### src/rtl/bcd_mul_seq_pkg.sv
// bcd_pkg: shared definitions for the sequential BCD multiplier.
//   BCD_DIGIT_W  - bits per packed BCD digit
//   BCD_NINE     - largest legal BCD digit value
//   state_t      - controller states S_IDLE / S_ADD / S_DONE (2-bit encoding)
//   is_bcd_digit - returns 1 when a nibble holds a legal decimal digit
package bcd_pkg;

    localparam int         BCD_DIGIT_W = 4;
    localparam logic [3:0] BCD_NINE    = 4'd9;

    typedef enum logic [1:0] {
        S_IDLE = 2'd0,
        S_ADD  = 2'd1,
        S_DONE = 2'd2
    } state_t;

    function automatic logic is_bcd_digit(input logic [3:0] d);
        return (d <= BCD_NINE);
    endfunction

endpackage

### src/rtl/bcd_mul_seq_if.sv
// bcd_mul_seq_if: launch/operand/result bundle between the calculator
// controller (master) and the BCD multiplier (slave).
//   start   - one-cycle launch pulse (master -> slave)
//   a_bcd   - multiplicand, packed BCD, digit 0 in [3:0]
//   b_bcd   - multiplier, packed BCD
//   product - packed BCD product, 2*DIGITS digits
//   busy    - multiplier is not idle
//   done    - one-cycle pulse, product valid
//   invalid - an operand of the last accepted start held a digit > 9
interface bcd_mul_seq_if #(
    parameter int DIGITS = 2
);
    logic                  start;
    logic [4*DIGITS-1:0]   a_bcd;
    logic [4*DIGITS-1:0]   b_bcd;
    logic [8*DIGITS-1:0]   product;
    logic                  busy;
    logic                  done;
    logic                  invalid;

    modport master (
        output start, a_bcd, b_bcd,
        input  product, busy, done, invalid
    );

    modport slave (
        input  start, a_bcd, b_bcd,
        output product, busy, done, invalid
    );
endinterface

### src/rtl/bcd_mul_seq_digit_add.sv
// bcd_digit_add: one decimal digit of a BCD ripple adder.
//   a, b - BCD digits (0..9)
//   cin  - carry from the next lower digit
//   s    - BCD sum digit
//   cout - decimal carry to the next higher digit
module bcd_digit_add
    import bcd_pkg::*;
(
    input  logic [3:0] a,
    input  logic [3:0] b,
    input  logic       cin,
    output logic [3:0] s,
    output logic       cout
);

    logic [4:0] binSum;

    always_comb begin
        binSum = {1'b0, a} + {1'b0, b} + {4'b0000, cin};
        if (binSum > {1'b0, BCD_NINE}) begin
            // Skip the six unused codes 10..15; the 4-bit wrap drops the 16.
            s    = binSum[3:0] + 4'd6;
            cout = 1'b1;
        end else begin
            s    = binSum[3:0];
            cout = 1'b0;
        end
    end

endmodule

### src/rtl/bcd_mul_seq.sv
// bcd_mul_seq: sequential BCD multiplier by repeated addition.
//   clk  - system clock, rising edge
//   rst  - synchronous active-low reset
//   bus  - bcd_mul_seq_if.slave (start, a_bcd, b_bcd in; product, busy,
//          done, invalid out)
// A start in S_IDLE latches the operands; S_ADD adds the multiplicand into
// the accumulator once per cycle while counting the multiplier down to 0.
// Build option: define BCD_MUL_SWAP_EN to count down the smaller operand
// instead of always the multiplier (same products, shorter latency).
module bcd_mul_seq
    import bcd_pkg::*;
#(
    parameter int DIGITS = 2
) (
    input  logic          clk,
    input  logic          rst,
    bcd_mul_seq_if.slave  bus
);

    localparam int OPW  = BCD_DIGIT_W * DIGITS;
    localparam int PW   = 2 * OPW;
    localparam int NACC = 2 * DIGITS;
    localparam logic [OPW-1:0] CNT_ONE = OPW'(1);

    state_t          stateReg,   stateNext;
    logic [PW-1:0]   accReg,     accNext;
    logic [OPW-1:0]  cntReg,     cntNext;
    logic [OPW-1:0]  opaReg,     opaNext;
    logic [PW-1:0]   productReg, productNext;
    logic            invalidReg, invalidNext;

    logic [PW-1:0]   opaExt;
    logic [PW-1:0]   accSum;
    logic [OPW-1:0]  cntDec;
    logic [DIGITS-1:0] digitOk;
    logic            opsValid;
    logic [OPW-1:0]  loadOpa;
    logic [OPW-1:0]  loadCnt;

    assign opaExt = {{OPW{1'b0}}, opaReg};

    // Accumulator adder: each stage reads the previous stage's carry by
    // name so every carry is its own net.
    for (genvar gi = 0; gi < NACC; gi++) begin : genAdd
        logic cin;
        logic cout;
        if (gi == 0) begin : genFirst
            assign cin = 1'b0;
        end else begin : genRest
            assign cin = genAdd[gi-1].cout;
        end
        bcd_digit_add uAdd (
            .a    (accReg[gi*BCD_DIGIT_W +: BCD_DIGIT_W]),
            .b    (opaExt[gi*BCD_DIGIT_W +: BCD_DIGIT_W]),
            .cin  (cin),
            .s    (accSum[gi*BCD_DIGIT_W +: BCD_DIGIT_W]),
            .cout (cout)
        );
    end

    // Counter decrement: a borrow into a 0 digit yields 9 and keeps borrowing.
    for (genvar gi = 0; gi < DIGITS; gi++) begin : genDec
        logic       bin;
        logic       bout;
        logic [3:0] digit;
        if (gi == 0) begin : genFirst
            assign bin = 1'b1;
        end else begin : genRest
            assign bin = genDec[gi-1].bout;
        end
        assign digit = cntReg[gi*BCD_DIGIT_W +: BCD_DIGIT_W];
        always_comb begin
            bout = 1'b0;
            cntDec[gi*BCD_DIGIT_W +: BCD_DIGIT_W] = digit;
            if (bin) begin
                if (digit == 4'd0) begin
                    cntDec[gi*BCD_DIGIT_W +: BCD_DIGIT_W] = BCD_NINE;
                    bout = 1'b1;
                end else begin
                    cntDec[gi*BCD_DIGIT_W +: BCD_DIGIT_W] = digit - 4'd1;
                end
            end
        end
    end

    // The top carry and top borrow can never fire (no overflow; the
    // counter is never decremented from 0), so they are dropped here.
    logic unusedTopChain;
    assign unusedTopChain = genAdd[NACC-1].cout ^ genDec[DIGITS-1].bout;

    for (genvar gi = 0; gi < DIGITS; gi++) begin : genValid
        assign digitOk[gi] = is_bcd_digit(bus.a_bcd[gi*BCD_DIGIT_W +: BCD_DIGIT_W])
                           && is_bcd_digit(bus.b_bcd[gi*BCD_DIGIT_W +: BCD_DIGIT_W]);
    end
    assign opsValid = &digitOk;

`ifdef BCD_MUL_SWAP_EN
    // Packed BCD compares like decimal, so a plain unsigned compare works.
    always_comb begin
        if (bus.a_bcd < bus.b_bcd) begin
            loadOpa = bus.b_bcd;
            loadCnt = bus.a_bcd;
        end else begin
            loadOpa = bus.a_bcd;
            loadCnt = bus.b_bcd;
        end
    end
`else
    assign loadOpa = bus.a_bcd;
    assign loadCnt = bus.b_bcd;
`endif

    always_ff @(posedge clk) begin
        if (!rst) begin
            stateReg   <= S_IDLE;
            accReg     <= '0;
            cntReg     <= '0;
            opaReg     <= '0;
            productReg <= '0;
            invalidReg <= 1'b0;
        end else begin
            stateReg   <= stateNext;
            accReg     <= accNext;
            cntReg     <= cntNext;
            opaReg     <= opaNext;
            productReg <= productNext;
            invalidReg <= invalidNext;
        end
    end

    always_comb begin
        stateNext   = stateReg;
        accNext     = accReg;
        cntNext     = cntReg;
        opaNext     = opaReg;
        productNext = productReg;
        invalidNext = invalidReg;
        case (stateReg)
            S_IDLE: begin
                if (bus.start) begin
                    accNext     = '0;
                    productNext = '0;
                    invalidNext = 1'b0;
                    opaNext     = loadOpa;
                    cntNext     = loadCnt;
                    if (!opsValid) begin
                        invalidNext = 1'b1;
                        stateNext   = S_DONE;
                    end else if (bus.a_bcd == '0 || bus.b_bcd == '0) begin
                        stateNext   = S_DONE;
                    end else begin
                        stateNext   = S_ADD;
                    end
                end
            end
            S_ADD: begin
                accNext = accSum;
                cntNext = cntDec;
                if (cntReg == CNT_ONE) begin
                    // Last addition: publish the finished sum as we enter S_DONE.
                    productNext = accSum;
                    stateNext   = S_DONE;
                end
            end
            S_DONE: begin
                stateNext = S_IDLE;
            end
            default: begin
                stateNext = S_IDLE;
            end
        endcase
    end

    assign bus.product = productReg;
    assign bus.busy    = (stateReg != S_IDLE);
    assign bus.done    = (stateReg == S_DONE);
    assign bus.invalid = invalidReg;

endmodule

### src/flat_wrapper.sv
// flat-port wrapper written by rule: the top's interface ports become plain ports
module bcd_mul_seq_flat import bcd_pkg::*;
#(
    parameter int DIGITS = 2
)
  (clk, rst, bus_start, bus_a_bcd, bus_b_bcd, bus_product, bus_busy, bus_done, bus_invalid);
  bcd_mul_seq_if #(.DIGITS(DIGITS)) bus_i ();
  input  logic clk;
  input  logic rst;
  input wire logic [$bits(bus_i.start)-1:0] bus_start;
  input wire logic [$bits(bus_i.a_bcd)-1:0] bus_a_bcd;
  input wire logic [$bits(bus_i.b_bcd)-1:0] bus_b_bcd;
  output wire logic [$bits(bus_i.product)-1:0] bus_product;
  output wire logic [$bits(bus_i.busy)-1:0] bus_busy;
  output wire logic [$bits(bus_i.done)-1:0] bus_done;
  output wire logic [$bits(bus_i.invalid)-1:0] bus_invalid;
  assign bus_i.start = bus_start;
  assign bus_i.a_bcd = bus_a_bcd;
  assign bus_i.b_bcd = bus_b_bcd;
  assign bus_product = bus_i.product;
  assign bus_busy = bus_i.busy;
  assign bus_done = bus_i.done;
  assign bus_invalid = bus_i.invalid;
  bcd_mul_seq #(.DIGITS(DIGITS)) u_core (.clk(clk), .rst(rst), .bus(bus_i));
endmodule
### config.mk
export PLATFORM = sky130hd
export DESIGN_NAME = bcd_mul_seq_flat
export DESIGN_NICKNAME = d
export VERILOG_FILES = /design/src/rtl/bcd_mul_seq_pkg.sv /design/src/rtl/bcd_mul_seq_if.sv /design/src/rtl/bcd_mul_seq_digit_add.sv /design/src/rtl/bcd_mul_seq.sv /design/src/flat_wrapper.sv
export SDC_FILE = /design/constraint.sdc
export NUM_CORES = 1
export LEC_CHECK = 0
export CAP_MARGIN = 40
export CORE_AREA = 5 5 97 99
export CTS_CLUSTER_DIAMETER = 100
export DETAILED_ROUTE_END_ITERATION = 10
export DIE_AREA = 0 0 102 104
export PLACE_DENSITY = 0.57
export SYNTH_ARGS = -nofsm -noshare
export SYNTH_HDL_FRONTEND = slang
export SYNTH_SLANG_ARGS = --single-unit
### constraint.sdc
create_clock -name clk -period 8.55 [get_ports clk]
set_clock_uncertainty 0.05 [all_clocks]
set_input_delay 1.2825 -clock clk [delete_from_list [all_inputs] [get_ports clk]]
set_output_delay 1.2825 -clock clk [all_outputs]
set_load 0.01 [all_outputs]
# Word level (Yosys, flattened, before mapping)
# Index checks and enable logic that the tools add are counted.
[totals]
word_cells = 71
output_inout_bits = 19
input_bits = 19
reg_bits = 51
[op_classes]
order_cmp = 8
n_mux = 23
reduce_logical = 16
addsub = 11
eq_ne = 6
[ops]
columns = ["cell", "n"]
rows = [
  ["$pmux 16 s2", 2],
  ["$mux 16", 2],
  ["$mux 4", 7],
  ["$gt 5x4->1 const B", 4],
  ["$add 4x3->4 const B", 4],
  ["$le 4x4->1 const B", 4],
  ["$logic_not 8->1", 2],
  ["$pmux 8 s2", 1],
  ["$add 4x1->5", 2],
  ["$add 4x4->5", 2],
  ["$eq 8x1->1 const B", 1],
  ["$logic_not 4->1", 2],
  ["$mux 2", 4],
  ["$mux 8", 1],
  ["$reduce_and 2->1", 4],
  ["$sub 4x1->4 const B", 2],
  ["$reduce_and 3->1", 2],
  ["$add 5x1->5", 1],
  ["$mux 1", 5],
  ["$ne 2x1->1 const B", 2],
  ["$pmux 2 s2", 1],
  ["$reduce_bool 2->1", 2],
  ["$eq 2x1->1 const B", 1],
  ["$eq 2x2->1 const B", 1],
  ["other kinds (4)", 5],
]

# Logic depth before layout (Yosys ltp)
[logic_depth]
depth_word = 14
ltp_mapped = 27
depth_no_buf = 26

# Hierarchy
# Synthesis repeated with hierarchy kept, for this count alone.
[unflattened]
cells_unflattened = 308
area_unflattened_um2 = 2869.0
[by_module_without_submodules]
columns = ["module", "area_per_inst_um2", "n_inst", "cells_each", "seq_area_each_um2"]
rows = [
  ["bcd_mul_seq", 2023.2, 1, 220, 1021.0],
  ["bcd_digit_add", 211.5, 4, 22, 0.0],
]

# Least setup slack after synthesis
# OpenSTA, ideal clock, no wires.
[synth_path]
path_type = "register -> register"
startpoint = "register u_core.opaReg[0]"
endpoint = "register u_core.productReg[14], in the netlist u_core.bus.product[14]"
n_path_buf = 1
path_slack_ns = 2.524
stages_incl_launch_ff = 28
t_required_ns = 8.384
t_arrival_ns = 5.860
synth_period_minus_slack_ns = 6.026
path_cell_list = "dfxtp_1 > ha_1 > inv_1 > fa_1 > xor2_1 > nand2_1 > a21oi_1 > fa_1 > inv_1 > fa_1 > xnor2_1 > and2_1 > o31ai_1 > ha_1 > ha_1 > clkbuf_1 > and4b_1 > mux2_2 > nor2_1 > ha_1 > ha_1 > xnor2_1 > ha_1 > nor2b_1 > a21oi_1 > and3b_1 > or3_1 > a41o_1"
[synth_between]
elab_chain_cells = 14
[synth_rtl]
columns = ["item", "line_no", "rtl"]
rows = [
  ["start, declared", "bcd_mul_seq.sv:28", "logic [OPW-1:0] opaReg, opaNext;"],
  ["start signal, assigned", "bcd_mul_seq.sv:125", "opaReg <= opaNext;"],
  ["$add 4x4->5 (*)", "bcd_mul_seq_digit_add.sv:19", "binSum = {1'b0, a} + {1'b0, b} + {4'b0000, cin};"],
  ["$gt 5x4->1 (*)", "bcd_mul_seq_digit_add.sv:20", "if (binSum > {1'b0, BCD_NINE}) begin"],
  ["$mux 1 (*)", "bcd_mul_seq_digit_add.sv:20", ""],
  ["$add 5x1->5 (*)", "bcd_mul_seq_digit_add.sv:19", ""],
  ["$gt 5x4->1 (*)", "bcd_mul_seq_digit_add.sv:20", ""],
  ["$mux 1 (*)", "bcd_mul_seq_digit_add.sv:20", ""],
  ["$add 4x1->5 (*)", "bcd_mul_seq_digit_add.sv:19", ""],
  ["$gt 5x4->1 (*)", "bcd_mul_seq_digit_add.sv:20", ""],
  ["$mux 1 (*)", "bcd_mul_seq_digit_add.sv:20", ""],
  ["$add 4x1->5 (*)", "bcd_mul_seq_digit_add.sv:19", ""],
  ["$add 4x3->4 or $gt 5x4->1 (tied branches)", "bcd_mul_seq_digit_add.sv:22, bcd_mul_seq_digit_add.sv:20", ""],
  ["$mux 4 (*)", "bcd_mul_seq_digit_add.sv:20", ""],
  ["$mux 16 (*)", "bcd_mul_seq.sv:159", "if (cntReg == CNT_ONE) begin"],
  ["$pmux 16 s2 (*)", "bcd_mul_seq.sv:138", "case (stateReg)"],
  ["end signal, assigned", "bcd_mul_seq.sv:126", "productReg <= productNext;"],
  ["end, declared", "bcd_mul_seq.sv:29", "logic [PW-1:0] productReg, productNext;"],
]
# Every way passes the cells marked *; elsewhere a longest branch is shown, timed or not. The select of a mux whose other input is x is not followed.
# A chain may end at the register's enable or synchronous reset.

# Worst setup path in the final report
# Same ends and word-level chain as after synthesis.

==> flow_results.org <==
** Worst setup path
- The critical path in this run is classified as reg2reg.
- Critical path buffer and inverter count :: 2
- Critical path arrival :: 6780 ps
- STA classifies the critical path endpoint as a flip-flop.
- Cell depth of the worst setup path :: 26
- The number of cells on the worst reg-to-reg path is 26.
- Crit path largest cell delay :: 450 ps
- CP top delay family :: adder cells
- STA puts the critical path data required time at 8710 ps.
- The worst setup path is launched from a flip-flop.
- Most Frequent Cell on Critical Path :: sky130_fd_sc_hd__ha_1
- Crit-path max FO :: 8
- The largest individual stage delay along the critical path comes from the cell sky130_fd_sc_hd__fa_1.

** Synthesis
- Share of flip-flops with an asynchronous set or reset after synthesis :: 0%
- The synthesized design spends more area on one cell type than any other, namely sky130_fd_sc_hd__dfxtp_1.
- By area the synthesized netlist is led by sky130_fd_sc_hd__dfxtp_1 33%, sky130_fd_sc_hd__a21oi_1 6.1%, sky130_fd_sc_hd__ha_1 6.1%, sky130_fd_sc_hd__nand2_1 4.5%, sky130_fd_sc_hd__nor2_1 4.0%.
- The most used flip-flop cell after synthesis is sky130_fd_sc_hd__dfxtp_1.
- Sequential fraction of the synthesis area :: 33.0%
- Counting every instance in the synthesized netlist gives 389.
- Mapped cell area :: 3090 um2
- FF+latch count, synth :: 51
- Yosys mapped a number of flops with a built-in enable equal to 0.
- Number of unique standard cell types used by synthesis :: 66
- After synthesis, the mean cell area works out to 7.95 um2.
- Synthesis produced a netlist with a net count of 426.
- During synthesis, Yosys emitted a total of 0 warnings.
- After synthesis, the largest area contributor takes up 33.0% of total cell area.

** Routing
- DR pass1 iterations :: 4
- Wire length per cell after detailed routing :: 15.2 um
- Wires add up to 7980 um.
- The detail route stage leaves a number of antenna-violating nets equal to 0.
- Average vias per placed instance :: 5.56
- After detailed routing, the number of remaining DRC violations is 0.
- Via Count :: 2919
- The detailed router finished its first iteration with 128 violations.

** GRT
- The number of global-route vias before repair is 2906.
- Total congestion overflow :: 0
- Initial antenna violation count :: 0
- First-pass GRT wire length :: 13500 um
- Largest net degree at the start of global routing :: 31
- Global routing used 15.6% of the available tracks across all layers.

** STA
- Setup violations remaining at the end of the flow were counted as 0.
- Setup repair after global routing missed its margin :: no
- Slew of the pin with the lowest slew margin :: 712 ps
- The number of endpoints with negative hold slack in the final report is 0.
- Adding up every negative setup slack in the final design gives 0 ps.
- Final worst slack :: 1920 ps
- The max-slew violation count was 0.
- Worst slew margin relative to its limit :: 51.9%
- After layout, the minimum clock period comes to 6630 ps.
- Final Cycle Share :: 77.5%
- Hold is met by 404 ps.
- Achievable frequency :: 0.151 GHz

** Placed design
- Detailed Place HPWL :: 5890 um
- At the end of routability-driven placement, the weighted congestion stood at 0.873.
- Before CTS, the worst setup slack after placement is 1970 ps.
- The count of buffers added on input and output ports is 37.

** Outcome
- Result of the run :: completed

** Clocking
- The cell sitting at the root of the clock tree is a sky130_fd_sc_hd__clkbuf_8.
- Number of levels in the clock H-tree :: 2
- After clock tree synthesis, the clock-pin slew on the worst setup and hold paths is 90 ps.
- No sink is reached through more buffers than the 2 on the longest clock path.
- Number of CTS-inserted buffers :: 5
- Gates resized during post-CTS repair numbered 0.
- For the worst-skew pair, the clock arrives at the later sink with an insertion delay of 310 ps.
- TritonCTS built the clock tree.
- The number of setup buffers added after CTS is 0.
- CTS Hold Buffers Added :: 0
- CTS saw 51 sinks.

** Power
- In this run the static leakage power is 0.00139 uW.
- VDD IR-drop max :: 0.0663 mV
- PwrDens :: 135 nW/um2

** Final layout
- The library cell used most frequently in the layout, excluding fill and tap cells, is sky130_fd_sc_hd__dfxtp_1.
- From synthesis to final layout, the design area changed by 18.5%.
- Filler Cell Count :: 858
- For this run, the post-layout net count is 453.
- The top cell types in the final layout, fill and taps aside, are 51 x sky130_fd_sc_hd__dfxtp_1, 38 x sky130_fd_sc_hd__a21oi_1, 37 x sky130_fd_sc_hd__nand2_1, 37 x sky130_fd_sc_hd__clkdlybuf4s50_1, 33 x sky130_fd_sc_hd__nor2_1.
- 0 antenna diodes ended up in the layout.
- Fraction of layout cells with a size suffix above 1 :: 4.80%

** Floorplanning
- The initialized floorplan defines 34 standard-cell rows.
- The total area inside the core boundary comes to 8470 um2.
- The floorplan step set the die width to 102 um.
- The die covers 10600 um2.
- For this configuration, the core starts out at a cell density of 36.5%.
- From bottom edge to top edge, the die measures 104 um.
- # IOs :: 38

** Hold path
- The worst hold path belongs to the class reg2reg.
- The worst hold path was traced through 2 stages.

** Flow run
- Max Cap Violations :: 0
## layer usage
metal | GRT usage (%) | share of wire (%)
met5 | 0 | 0
met4 | 4.78 | 1.4
met3 | 3.62 | 5.8
met2 | 26.5 | 48
met1 | 19.3 | 44
## worst register-to-register path, delay by kind of cell (launching register included)
family	cells	cell delay, ps
DFF	1	350
xor gates and xnor gates	3	710
AOI/OAI and AO/OA	4	800
adders and majority gates	9	2620
and+or+nand+nor	7	1600
buffers and inverters	2	130
muxes	1	270
## through the flow
step / cells / total power [uW] / instance area (um2) / utilization (%)
2_1_floorplan: 389 / 315 / 3090 / -
3_3_place_gp: 515 / 345 / 3520 / 41.6
3_5_place_dp: 517 / 348 / 3570 / 42.1
4_1_cts: 525 / 503 / 3670 / 43.3
5_1_grt: 525 / 525 / 3670 / 43.3
6_report: 525 / 496 / 3670 / 43.3
## sequential cells by signal (all words and copies together) (netlist names)
register / count
u_core.cntReg: 8
u_core.opaReg: 8
u_core.stateReg: 2
u_core.accReg: 16
u_core.bus.invalid: 1
u_core.bus.product: 16
## layout make-up
| type | count | area (um2) | share of cell area (%) |
|---|---|---|---|
| Tap cell | 108 | 135 | 3.69 |
| Timing Repair Buffer | 41 | 428 | 11.7 |
| Sequential cell | 51 | 1020 | 27.8 |
| Inverter | 19 | 71.3 | 1.95 |
| Multi-Input combinational cell | 298 | 1910 | 52.1 |
| Clock buffer | 8 | 100 | 2.73 |
## report_power, final
part	leakage, uW	switching [uW]	internal [uW]
Combinational	0.000923	53.3	35.7
Sequential	0.000414	8.03	245
Clock	0.0000515	80.0	74.1
## synth_stat cells, drive strengths merged, types with 2 or more instances
cell type  number
dfxtp          51
a21oi          38
nand2          37
nor2           34
o21ai          20
inv            18
clkbuf         16
nand3          16
ha             15
nor3           10
nor4           10
a21o            8
and2            8
nor2b           7
nand2b          6
xnor2           6
a211oi          5
a22oi           5
a32oi           5
buf             5
nand4           5
o31ai           5
a31oi           4
and3            3
fa              3
mux2i           3
nand3b          3
o211ai          3
or3             3
a31o            2
and3b           2
nor3b           2
nor4b           2
o2111ai         2
o211a           2
o21bai          2
o311ai          2
or4             2
## kinds of logic (layout without fill, tap and decap cells)
| logic type | count (synthesis) | count (layout) | share of synthesized area [%] |
|---|---|---|---|
| AO/OA/AOI/OAI | 116 | 116 | 24.9 |
| XOR/XNOR | 7 | 7 | 1.98 |
| adder cells (fa/ha/maj) | 18 | 18 | 8.01 |
| buffers and inverters | 40 | 68 | 5.30 |
| flip-flops | 51 | 51 | 33.0 |
| multiplexers | 4 | 4 | 1.33 |
| AND/OR/NAND/NOR | 153 | 153 | 25.5 |
## final timing paths
| path | startpoint | endpoint | slack [ps] |
|---|---|---|---|
| max reg2reg | u_core.opaReg[0] | u_core.bus.product[14] | 1920 |
| min reg2reg | u_core.bus.product[6] | u_core.bus.product[6] | 400 |
| max | u_core.opaReg[0] | u_core.bus.product[14] | 1920 |
| min | u_core.bus.product[6] | u_core.bus.product[6] | 400 |
No activity file was read; power rests on OpenSTA's default activity.
